## src/rtl/dec_out_buf.sv

```systemverilog
// Decoder output buffer: classifies decoder results, queues {class, data} in a
// circular FIFO and keeps saturating error statistics plus the last bad syndrome.

module dec_sat_cnt #(
  parameter int W = 16
) (
  input  logic         clk,
  input  logic         rst_n,
  input  logic         clr,
  input  logic         inc,
  output logic [W-1:0] cnt
);
  always_ff @(posedge clk or negedge rst_n) begin
    if (!rst_n)                  cnt <= '0;
    else if (clr)                cnt <= '0;
    else if (inc && (cnt != '1)) cnt <= cnt + 1'b1;
  end
endmodule

module dec_out_buf #(
  parameter int DEPTH = 4,  // power of two, >= 2
  parameter int CNT_W = 16
) (
  input  logic             clk,
  input  logic             rst_n,
  input  logic             in_valid,
  output logic             in_ready,
  input  logic [30:0]      in_data,
  input  logic [9:0]       in_syn,
  input  logic             in_err,
  input  logic             in_sgl,
  input  logic             in_dbl,
  output logic             out_valid,
  input  logic             out_ready,
  output logic [30:0]      out_data,
  output logic [1:0]       out_status,
  input  logic             cnt_clr,
  output logic [CNT_W-1:0] sgl_cnt,
  output logic [CNT_W-1:0] dbl_cnt,
  output logic [CNT_W-1:0] unc_cnt,
  output logic [9:0]       last_syn
);
  localparam int AW = $clog2(DEPTH);
  localparam int NCNT = 3;

  typedef struct packed {
    logic [1:0]  cls;
    logic [30:0] data;
  } ent_t;

  ent_t            mem [DEPTH];
  ent_t            head;
  logic [AW-1:0]   wr_ptr, rd_ptr;
  logic [AW:0]     occ;
  logic [1:0]      cls;
  logic            acc, pop;
  logic [NCNT-1:0] inc_vec;
  logic [NCNT-1:0][CNT_W-1:0] cnts;

  assign in_ready  = (occ != (AW+1)'(DEPTH));
  assign out_valid = (occ != '0);
  assign acc       = in_valid && in_ready;
  assign pop       = out_valid && out_ready;

  // Flags only matter when ERR is set; sgl==dbl with ERR is uncorrectable.
  always_comb begin
    cls = 2'b00;
    if (in_err) begin
      case ({in_dbl, in_sgl})
        2'b01:   cls = 2'b01;
        2'b10:   cls = 2'b10;
        default: cls = 2'b11;
      endcase
    end
  end

  always_ff @(posedge clk) begin
    if (acc) mem[wr_ptr] <= '{cls: cls, data: in_data};
  end

  always_ff @(posedge clk or negedge rst_n) begin
    if (!rst_n) begin
      wr_ptr <= '0;
      rd_ptr <= '0;
      occ    <= '0;
    end else begin
      if (acc) wr_ptr <= (wr_ptr == AW'(DEPTH-1)) ? '0 : wr_ptr + 1'b1;
      if (pop) rd_ptr <= (rd_ptr == AW'(DEPTH-1)) ? '0 : rd_ptr + 1'b1;
      case ({acc, pop})
        2'b10:   occ <= occ + 1'b1;
        2'b01:   occ <= occ - 1'b1;
        default: occ <= occ;
      endcase
    end
  end

  // Storage is not reset, so the head is masked to zero whenever it is not valid.
  assign head       = mem[rd_ptr];
  assign out_data   = out_valid ? head.data : '0;
  assign out_status = out_valid ? head.cls  : '0;

  genvar i;
  generate
    for (i = 0; i < NCNT; i++) begin : g_cnt
      assign inc_vec[i] = acc && (cls == 2'(i+1));
      dec_sat_cnt #(.W(CNT_W)) u_cnt (
        .clk  (clk),
        .rst_n(rst_n),
        .clr  (cnt_clr),
        .inc  (inc_vec[i]),
        .cnt  (cnts[i])
      );
    end
  endgenerate

  assign sgl_cnt = cnts[0];
  assign dbl_cnt = cnts[1];
  assign unc_cnt = cnts[2];

  always_ff @(posedge clk or negedge rst_n) begin
    if (!rst_n)                      last_syn <= '0;
    else if (cnt_clr)                last_syn <= '0;
    else if (acc && (cls != 2'b00))  last_syn <= in_syn;
  end
endmodule

```

## config.mk

```make
export PLATFORM = sky130hd
export DESIGN_NAME = dec_out_buf
export DESIGN_NICKNAME = d
export VERILOG_FILES = /design/src/rtl/dec_out_buf.sv
export SDC_FILE = /design/constraint.sdc
export NUM_CORES = 1
export LEC_CHECK = 0
export CORE_AREA = 2 2 136 138
export DETAILED_ROUTE_END_ITERATION = 6
export DIE_AREA = 0 0 138 140
export GPL_ROUTABILITY_DRIVEN = 0
export PLACE_DENSITY = 0.86
export SLEW_MARGIN = 40
export SYNTH_ARGS = -nofsm -noshare
export SYNTH_HDL_FRONTEND = slang
export SYNTH_SLANG_ARGS = --single-unit
```

## constraint.sdc

```tcl
create_clock -name clk -period 2.2 [get_ports clk]
set_input_delay 0.55 -clock clk [delete_from_list [all_inputs] [get_ports clk]]
set_output_delay 0.55 -clock clk [all_outputs]
set_load 0.005 [all_outputs]
```

# [Yosys cells after proc, flatten, opt, wreduce, memory -nomap -nowiden]
# Memories as Yosys holds them, arrays and structs flattened.
# Index checks and enable logic that the tools add are counted.
# W data, S select, Z words.
[totals] n_memories=1 word_cells=61 ram_bits=132 reg_bits=65 output_inout_bits=93
[memory_table] memory="mem" words=4 width=33 read_ports=1 rd_ports_with_merged_regs=0 write_ports=1 line_no="51" rtl="ent_t mem [DEPTH];"
[op_classes] mux=17 n_eq_ne=13 n_reduce_logical=16 n_addsub=7
[ops] op="$mux W16" count=6
[ops] op="$add A16 B1 Y16 const B" count=3
[ops] op="$ne A16 B16 Y1 const B" count=3
[ops] op="$mux W31" count=1
[ops] op="$mux W10" count=2
[ops] op="$eq A2 B2 Y1 const B" count=6
[ops] op="$reduce_bool A2 Y1" count=6
[ops] op="$logic_and A1 B1 Y1" count=9
[ops] op="$mux W2" count=4
[ops] op="$eq A2 B1 Y1 const B" count=3
[ops] op="$pmux W3 S2" count=1
[ops] op="$add A2 B1 Y2 const B" count=2
[ops] op="$pmux W2 S2" count=1
[ops] op="$add A3 B1 Y3 const B" count=1
[ops] op="$ne A3 B3 Y1 const B" count=1
[ops] op="$reduce_bool A3 Y1" count=1
[ops] op="$sub A3 B1 Y3 const B" count=1
[ops] op="$mux W1" count=2

# [Longest topological paths before layout]
# Gate-level depths: netlist of the first run.
[logic_depth] ltp_word=8 mapped_depth=10 depth_no_buf=9

# [Hierarchy]
# From an unflattened synthesis of the first run, not the netlist that was laid out.
[hier_totals] hier_cells=575 hier_area_um2=8672.1
[modules_own_cells] mod="dec_out_buf" cells_per_inst=281 n_inst=1 area_per_inst_um2=5845.6
[modules_own_cells] mod="dec_sat_cnt" cells_per_inst=98 n_inst=3 area_per_inst_um2=942.2

# [Least setup slack after synthesis of the first run]
# Ideal clock, no wire load.
[synth_path] path_kind="register to register" startpoint="register occ[1]" endpoint="register occ[2]" path_buffers=0 path_stages_with_launch=10 slack_ns=0.016 required_time_ns=2.121 arrival_ns=2.104 cell_sequence="dfrtp_1 -> nor3b_2 -> inv_2 -> nand2_1 -> ha_1 -> inv_1 -> fa_1 -> xor2_1 -> nor2_1 -> xor2_1"
[synth_via] elab_chain_len=4
[synth_lines] item="start: declaration" line_no="54" rtl="logic [AW:0] occ;"
[synth_lines] item="start signal: assignment" line_no="90" rtl="2'b10: occ <= occ + 1'b1;"
[synth_lines] item="start signal: assignment" line_no="91" rtl="2'b01: occ <= occ - 1'b1;"
[synth_lines] item="$ne A3 B3 Y1 (*)" line_no="60" rtl="assign in_ready = (occ != (AW+1)'(DEPTH));"
[synth_lines] item="net in_ready" line_no="27" rtl="output logic in_ready,"
[synth_lines] item="$logic_and A1 B1 Y1 (*)" line_no="62" rtl="assign acc = in_valid && in_ready;"
[synth_lines] item="$eq A2 B1 Y1 / $eq A2 B2 Y1 (equally long branches)" line_no="89" rtl="case ({acc, pop})"
[synth_lines] item="$pmux W3 S2 / $reduce_bool A2 Y1 (equally long branches)"
# Mark *: on every way through the listed nets, which the timed path passes. The rest lies on a longest branch.
# A chain may end at the register's enable or synchronous reset.

# [Worst setup path after layout of the first run]
[layout_path] startpoint="register rd_ptr[0]" endpoint="output port out_data[24]"
[layout_via] elab_chain_len=2
[layout_lines] item="start: declaration" line_no="53" rtl="logic [AW-1:0] wr_ptr, rd_ptr;"
[layout_lines] item="start signal: assignment" line_no="88" rtl="if (pop) rd_ptr <= (rd_ptr == AW'(DEPTH-1)) ? '0 : rd_ptr + 1'b1;"
[layout_lines] item="$mem_v2 Z4 W33"
[layout_lines] item="$mux W31" line_no="99" rtl="assign out_data = out_valid ? head.data : '0;"
[layout_lines] item="end: declaration" line_no="35" rtl="output logic [30:0] out_data,"
# No other way between the ends.

==> flow_metrics.tcl, run 1 <==
set metrics [dict create \
    ir_drop_mv 0.926 \
    slowest_delay_ps 500 \
    power.total_mw 12.6 \
    crit_fanout 4 \
    rsz0062_at_grt "yes" \
    area_growth_pct 35.0 \
    violations "setup timing" \
    root_buffer "clkbuf_16" \
    mostFrequentLayoutCells "edfxtp_1, clkdlybuf4s50_1, dfrtp_1" \
    io_pins 142 \
    synth_warnings 0 \
    synth_top_area_share_pct 46.9 \
    clk_pin_slew_worst_paths_ps 70 \
    top_layer "met4" \
    ys_seq_elements 197 \
    initial_core_util_pct 47.5 \
    fill_cells 1266 \
    status "finished, violations left" \
    hpwlAfterDp_um 11900 \
    grt_pass1_wl_um 30500 \
    max_freq_mhz 401 \
    yosys-top-cells-area "edfxtp_1, dfrtp_1, mux4_2, and2_1, xor2_1" \
    critPathKind "reg -> out" \
    htreeDepth 4 \
    wirelength_um 18700 \
    routedWlPerCell_um 18.5 \
    cts_hold_buf 0 \
    syn_area_um2 8440 \
    leakage_nw 4.29 \
    cpMostUsedCell "buf_6" \
    grt_antenna_before_repair 0 \
    post-synth-top-area-cell "edfxtp_1" \
    core_area_um2 17800 \
    fp-row-count 49 \
    num-nets-final 826 \
    worst_hold_path_type "in -> async" \
    cts_num_sinks 197 \
    worst_slack_ps -292 \
    cp_slowest_cell "mux4_2" \
    maxCapViolCount 0 \
    antenna_cells 0 \
    die_area_um2 19300 \
    track_usage_pct 20.2 \
    fin_crit_sh_pct 113 \
    arrival_ps 1940 \
    whs_ps 123 \
    drt-pass1-iter-count 5 \
    cts_buffer_depth 2 \
    fin_util_pct 64.1 \
    synth_nets 630 \
    hold_viol_final 0 \
    ys.flop_type "edfxtp_1" \
    vias 5469 \
    crit_path_end_kind "output pin" \
    startpoint_type "flip-flop" \
    placedCellCount 958 \
    drive_gt1_share_pct 26.3 \
    antenna_left 0 \
    clock_skew_ps 9.40 \
    required_ps 1650 \
    io_buffers 141 \
    overflow 0 \
    drcViolationCount 0 \
    slew_headroom_pct 56.0 \
    grt_max_degree 66 \
    yosysUniqueCellTypes 49 \
    synthArstFlopShare_pct 33.0 \
    layout_commonest_cell "edfxtp_1" \
    synth_edf_count 132 \
    dr_wl_met2_um 9390 \
    die_height_um 140 \
    tightest_slew_ps 654 \
    period_needed_ps 2490 \
    wl_met1_um 7840 \
    cts_tree "done" \
    synth_cells 571 \
    setup_viol 33 \
    final_max_slew_viol_count 0 \
    cp_cell_sequence "buf_6 > buf_16 > buf_6 > mux4_2 > and2_4 > buf_6" \
    viasPerCell 5.42 \
    synth_seq_area_share_pct 66.2 \
    wl_met3_um 1280 \
    p_per_area_nw_per_um2 1110 \
    drt_iter0_drc 255 \
    numCtsBuffers 17 \
    synth_area_per_cell_um2 14.8 \
    setup_tns_ps -7500 \
    grt_pass1_vias 5618 \
    stdcell_count 1009 \
    clock_latency_ps 430 \
    die_w_um 138 \
]
final cells by class:
cell class | count | area (µm²) | share of cell area (%)
inverter | 12 | 45.0 | 0.395
clock inverter | 13 | 160 | 1.41
tap | 229 | 287 | 2.51
clock buffer | 19 | 433 | 3.80
sequential | 197 | 5590 | 49.1
multi-input combinational | 339 | 2790 | 24.5
timing repair buffer | 200 | 2090 | 18.3
sequential cells by signal (all words and copies together), names as in the netlist:
register and flops:
mem 132, g_cnt.u_cnt.cnt 48, last_syn 10, occ 3
rd_ptr 2, wr_ptr 2
stage by stage:
step           area (µm²)  setup slack [ps]
2_1_floorplan        8440              16.4
3_3_place_gp        10500              -131
3_5_place_dp        10500              -196
4_1_cts             11400              -390
5_1_grt             11400              -357
6_report            11400              -292
worst paths after layout:
check                      depth (start not counted)             startpoint  slack (ps)                            endpoint
max reg2reg                                        8     occ[1]$_DFFE_PN0P_         170                  occ[1]$_DFFE_PN0P_
max                                                6  rd_ptr[0]$_DFFE_PN0P_        -290                        out_data[24]
min reg2reg                                        1     occ[2]$_DFFE_PN0P_         500                  occ[2]$_DFFE_PN0P_
max in group asynchronous                          2                  rst_n        1750               rd_ptr[0]$_DFFE_PN0P_
min in group clk                                   1     occ[2]$_DFFE_PN0P_         500                  occ[2]$_DFFE_PN0P_
min                                                2                  rst_n         120  g_cnt[1].u_cnt.cnt[10]$_DFFE_PN0P_
critical path, delay by kind of cell, from the launching register on:
kind / cells / cell delay (ps)
mux: 1 / 500
simple gates: 1 / 160
flops: 1 / 410
buf+inv: 4 / 460
where the power goes:
part | internal, mW | switching, mW
logic | 2.91 | 1.82
registers | 4.58 | 0.182
clock network | 1.72 | 1.41
total | 9.22 | 3.41
cells in the mapped netlist, types with 9 or more instances:
master,instances
and2_1,35
a21oi_1,21
nand4_1,9
xor2_1,19
dfrtp_1,65
nor4_1,9
mux4_2,33
xnor2_1,18
nor2_1,39
nand3_1,16
ha_1,9
inv_1,11
clkbuf_1,15
edfxtp_1,132
nand2_1,41
and3_1,16
what timing repair did:
| item | in CTS | in global routing |
|---|---|---|
| setup buffers | 17 | 2 |
| gates cloned | 3 | 0 |
| setup endpoints to repair | 35 | 36 |
| gates resized for setup | 196 | 15 |
| pin swaps | 27 | 1 |
cells by family after synthesis:
kind of cell    Yosys count  share of synthesized area (%)
buf+inv                  35                           1.73
flops                   197                           66.2
mux                      37                           9.31
xor+xnor                 37                           3.84
compound gates           49                           3.62
fa+ha+maj                10                           1.57
simple gates            206                           13.7
per-layer routing:
metal	up-vias	track usage (%)
li1	2531	-
met1	2728	26.2
met2	188	34.5
met3	22	5.47
met4	0	4.56
met5	-	0
Power figures use the tool's default switching activity.
==> run 2: changes to the inputs <==
- CORE_AREA: 2 2 136 138 -> 10 10 144 146
- DIE_AREA: 0 0 138 140 -> 0 0 154 156
==> flow_metrics.tcl, run 2 (synthesized netlist as in run 1, its figures left out) <==
set metrics [dict create \
    clock_latency_ps 430 \
    io_pins 142 \
    drcViolationCount 0 \
    setup_viol 34 \
    area_growth_pct 36.9 \
    fp-row-count 49 \
    die_height_um 156 \
    ir_drop_mv 0.739 \
    cpMostUsedCell "buf_6" \
    vias 5582 \
    largest-register "mem" \
    leakage_nw 4.36 \
    grt_max_degree 41 \
    rr_startpoint "occ[0]$_DFFE_PN0P_" \
    cts_hold_buf 0 \
    grt_pass1_wl_um 33100 \
    pwr-share-seq_pct 36.5 \
    cp_cell_sequence "buf_6 > buf_12 > buf_6 > mux4_2 > and2_4 > buf_6" \
    largest_reg_flops 132 \
    rsz0062_at_grt "yes" \
    required_ps 1650 \
    busiest_layer "met2" \
    routedWlPerCell_um 20.7 \
    cp_slowest_cell "mux4_2" \
    clock_skew_ps 14.5 \
    maxCapViolCount 0 \
    startpoint_type "flip-flop" \
    grt_use_met1_pct 22.3 \
    die_w_um 154 \
    worst_hold_path_type "in -> async" \
    status "finished, violations left" \
    critPathKind "reg -> out" \
    clk_pin_slew_worst_paths_ps 80 \
    slowest_delay_ps 490 \
    drt_iter0_drc 274 \
    met2_usage_pct 28.5 \
    grt_antenna_before_repair 0 \
    switchingPower_mw 3.70 \
    setup_tns_ps -8770 \
    io_buffers 141 \
    drt-pass1-iter-count 5 \
    track_usage_pct 17.5 \
    hpwlAfterDp_um 13200 \
    antenna_left 0 \
    switching_share_pct 28.4 \
    core_area_um2 17800 \
    wirelength_um 21000 \
    tightest_slew_ps 765 \
    cp-startpoint "rd_ptr[0]$_DFFE_PN0P_" \
    period_needed_ps 2530 \
    grt_use_met3_pct 5.49 \
    antenna_cells 0 \
    p_int_mw 9.34 \
    htreeDepth 4 \
    worst_slack_ps -327 \
    drive_gt1_share_pct 27.1 \
    num-nets-final 835 \
    combPwrFrac_pct 39.4 \
    fin_crit_sh_pct 115 \
    dp_slack_ps -183 \
    viasPerCell 5.48 \
    arrival_ps 1980 \
    reg_top3 "mem (132), g_cnt.u_cnt.cnt (48), last_syn (10)" \
    grt_pass1_vias 5767 \
    crit_buf_inv 4 \
    mostFrequentLayoutCells "edfxtp_1, clkdlybuf4s50_1, dfrtp_1" \
    crit_fanout 7 \
    critical_path.top_delay_family "buffers and inverters" \
    stdcell_count 1018 \
    cts_tree "done" \
    crit_path_end_kind "output pin" \
    overflow 0 \
    max_freq_mhz 396 \
    numCtsBuffers 17 \
    p_clk_share_pct 24.1 \
    layout_commonest_cell "edfxtp_1" \
    final_max_slew_viol_count 0 \
    die_area_um2 24000 \
    hold_viol_final 0 \
    root_buffer "clkbuf_16" \
    slew_headroom_pct 48.6 \
    cts_buffer_depth 2 \
    p_per_area_nw_per_um2 1130 \
    initial_core_util_pct 47.3 \
    placedCellCount 960 \
    fin_util_pct 64.8 \
    violations "setup timing" \
    cts_num_sinks 197 \
]
-- run 2: worst register-to-register path, cell delays in order, from the launching register on --
cell	delay [ps]
dfrtp_1	380
or3_4	490
clkbuf_16	210
nand2_2	80
inv_1	50
ha_2	180
inv_2	60
fa_2	420
o21ai_1	130
-- run 2: what timing repair did --
action                     CTS  global route
hold endpoints to repair     0             0
pin swaps                   25             7
setup endpoints to repair   35            36
gates cloned                 6             1
gates resized for setup    181            28
buffers inserted            22             2
-- run 2: area by class of cell --
type / count / area [µm²]
well taps: 229 / 287
clock inverters: 15 / 170
multi-input cells: 339 / 2800
flip-flops and latches: 197 / 5590
repair buffers: 209 / 2250
fillers: 1246 / 6280
inverters: 12 / 45.0
clock buffers: 17 / 425
-- run 2: worst paths after layout --
kind | slack [ps] | endpoint | depth (start not counted)
worst min register to register | 520 | last_syn[8]$_DFFE_PN0P_ | 2
min in group clk | 520 | g_cnt[1].u_cnt.cnt[12]$_DFFE_PN0P_ | 2
worst max-delay path | -330 | out_status[1] | 6
worst min-delay path | 80 | g_cnt[2].u_cnt.cnt[5]$_DFFE_PN0P_ | 1
max in group asynchronous | 1400 | last_syn[9]$_DFFE_PN0P_ | 2
worst max register to register | 130 | occ[1]$_DFFE_PN0P_ | 8
-- run 2: layer usage --
| metal | part of all wire (%) | wire [µm] |
|---|---|---|
| met1 | 42 | 8880 |
| met2 | 49 | 10400 |
| met3 | 7.1 | 1500 |
| met4 | 1.1 | 238 |
| met5 | 0 | 0 |
-- run 2: stage by stage --
step / instance area, µm² / hold slack, ps / power (mW)
after floorplan: 8440 / 254 / 6.70
after global placement: 10500 / 509 / 8.64
after detailed placement: 10500 / 515 / 8.78
after CTS: 11500 / 78.0 / 12.9
after global routing: 11600 / 91.7 / 13.7
final: 11600 / 77.3 / 13.0
-- run 2: power by group through the flow --
stage                     clock network (mW)  registers, mW  logic, mW
after global routing                    3.38           4.80       5.46
final                                   3.14           4.76       5.13
after global placement                     0           4.80       3.84
after CTS                               3.19           4.75       4.96
after floorplan                            0           4.78       1.91
after detailed placement                   0           4.84       3.94
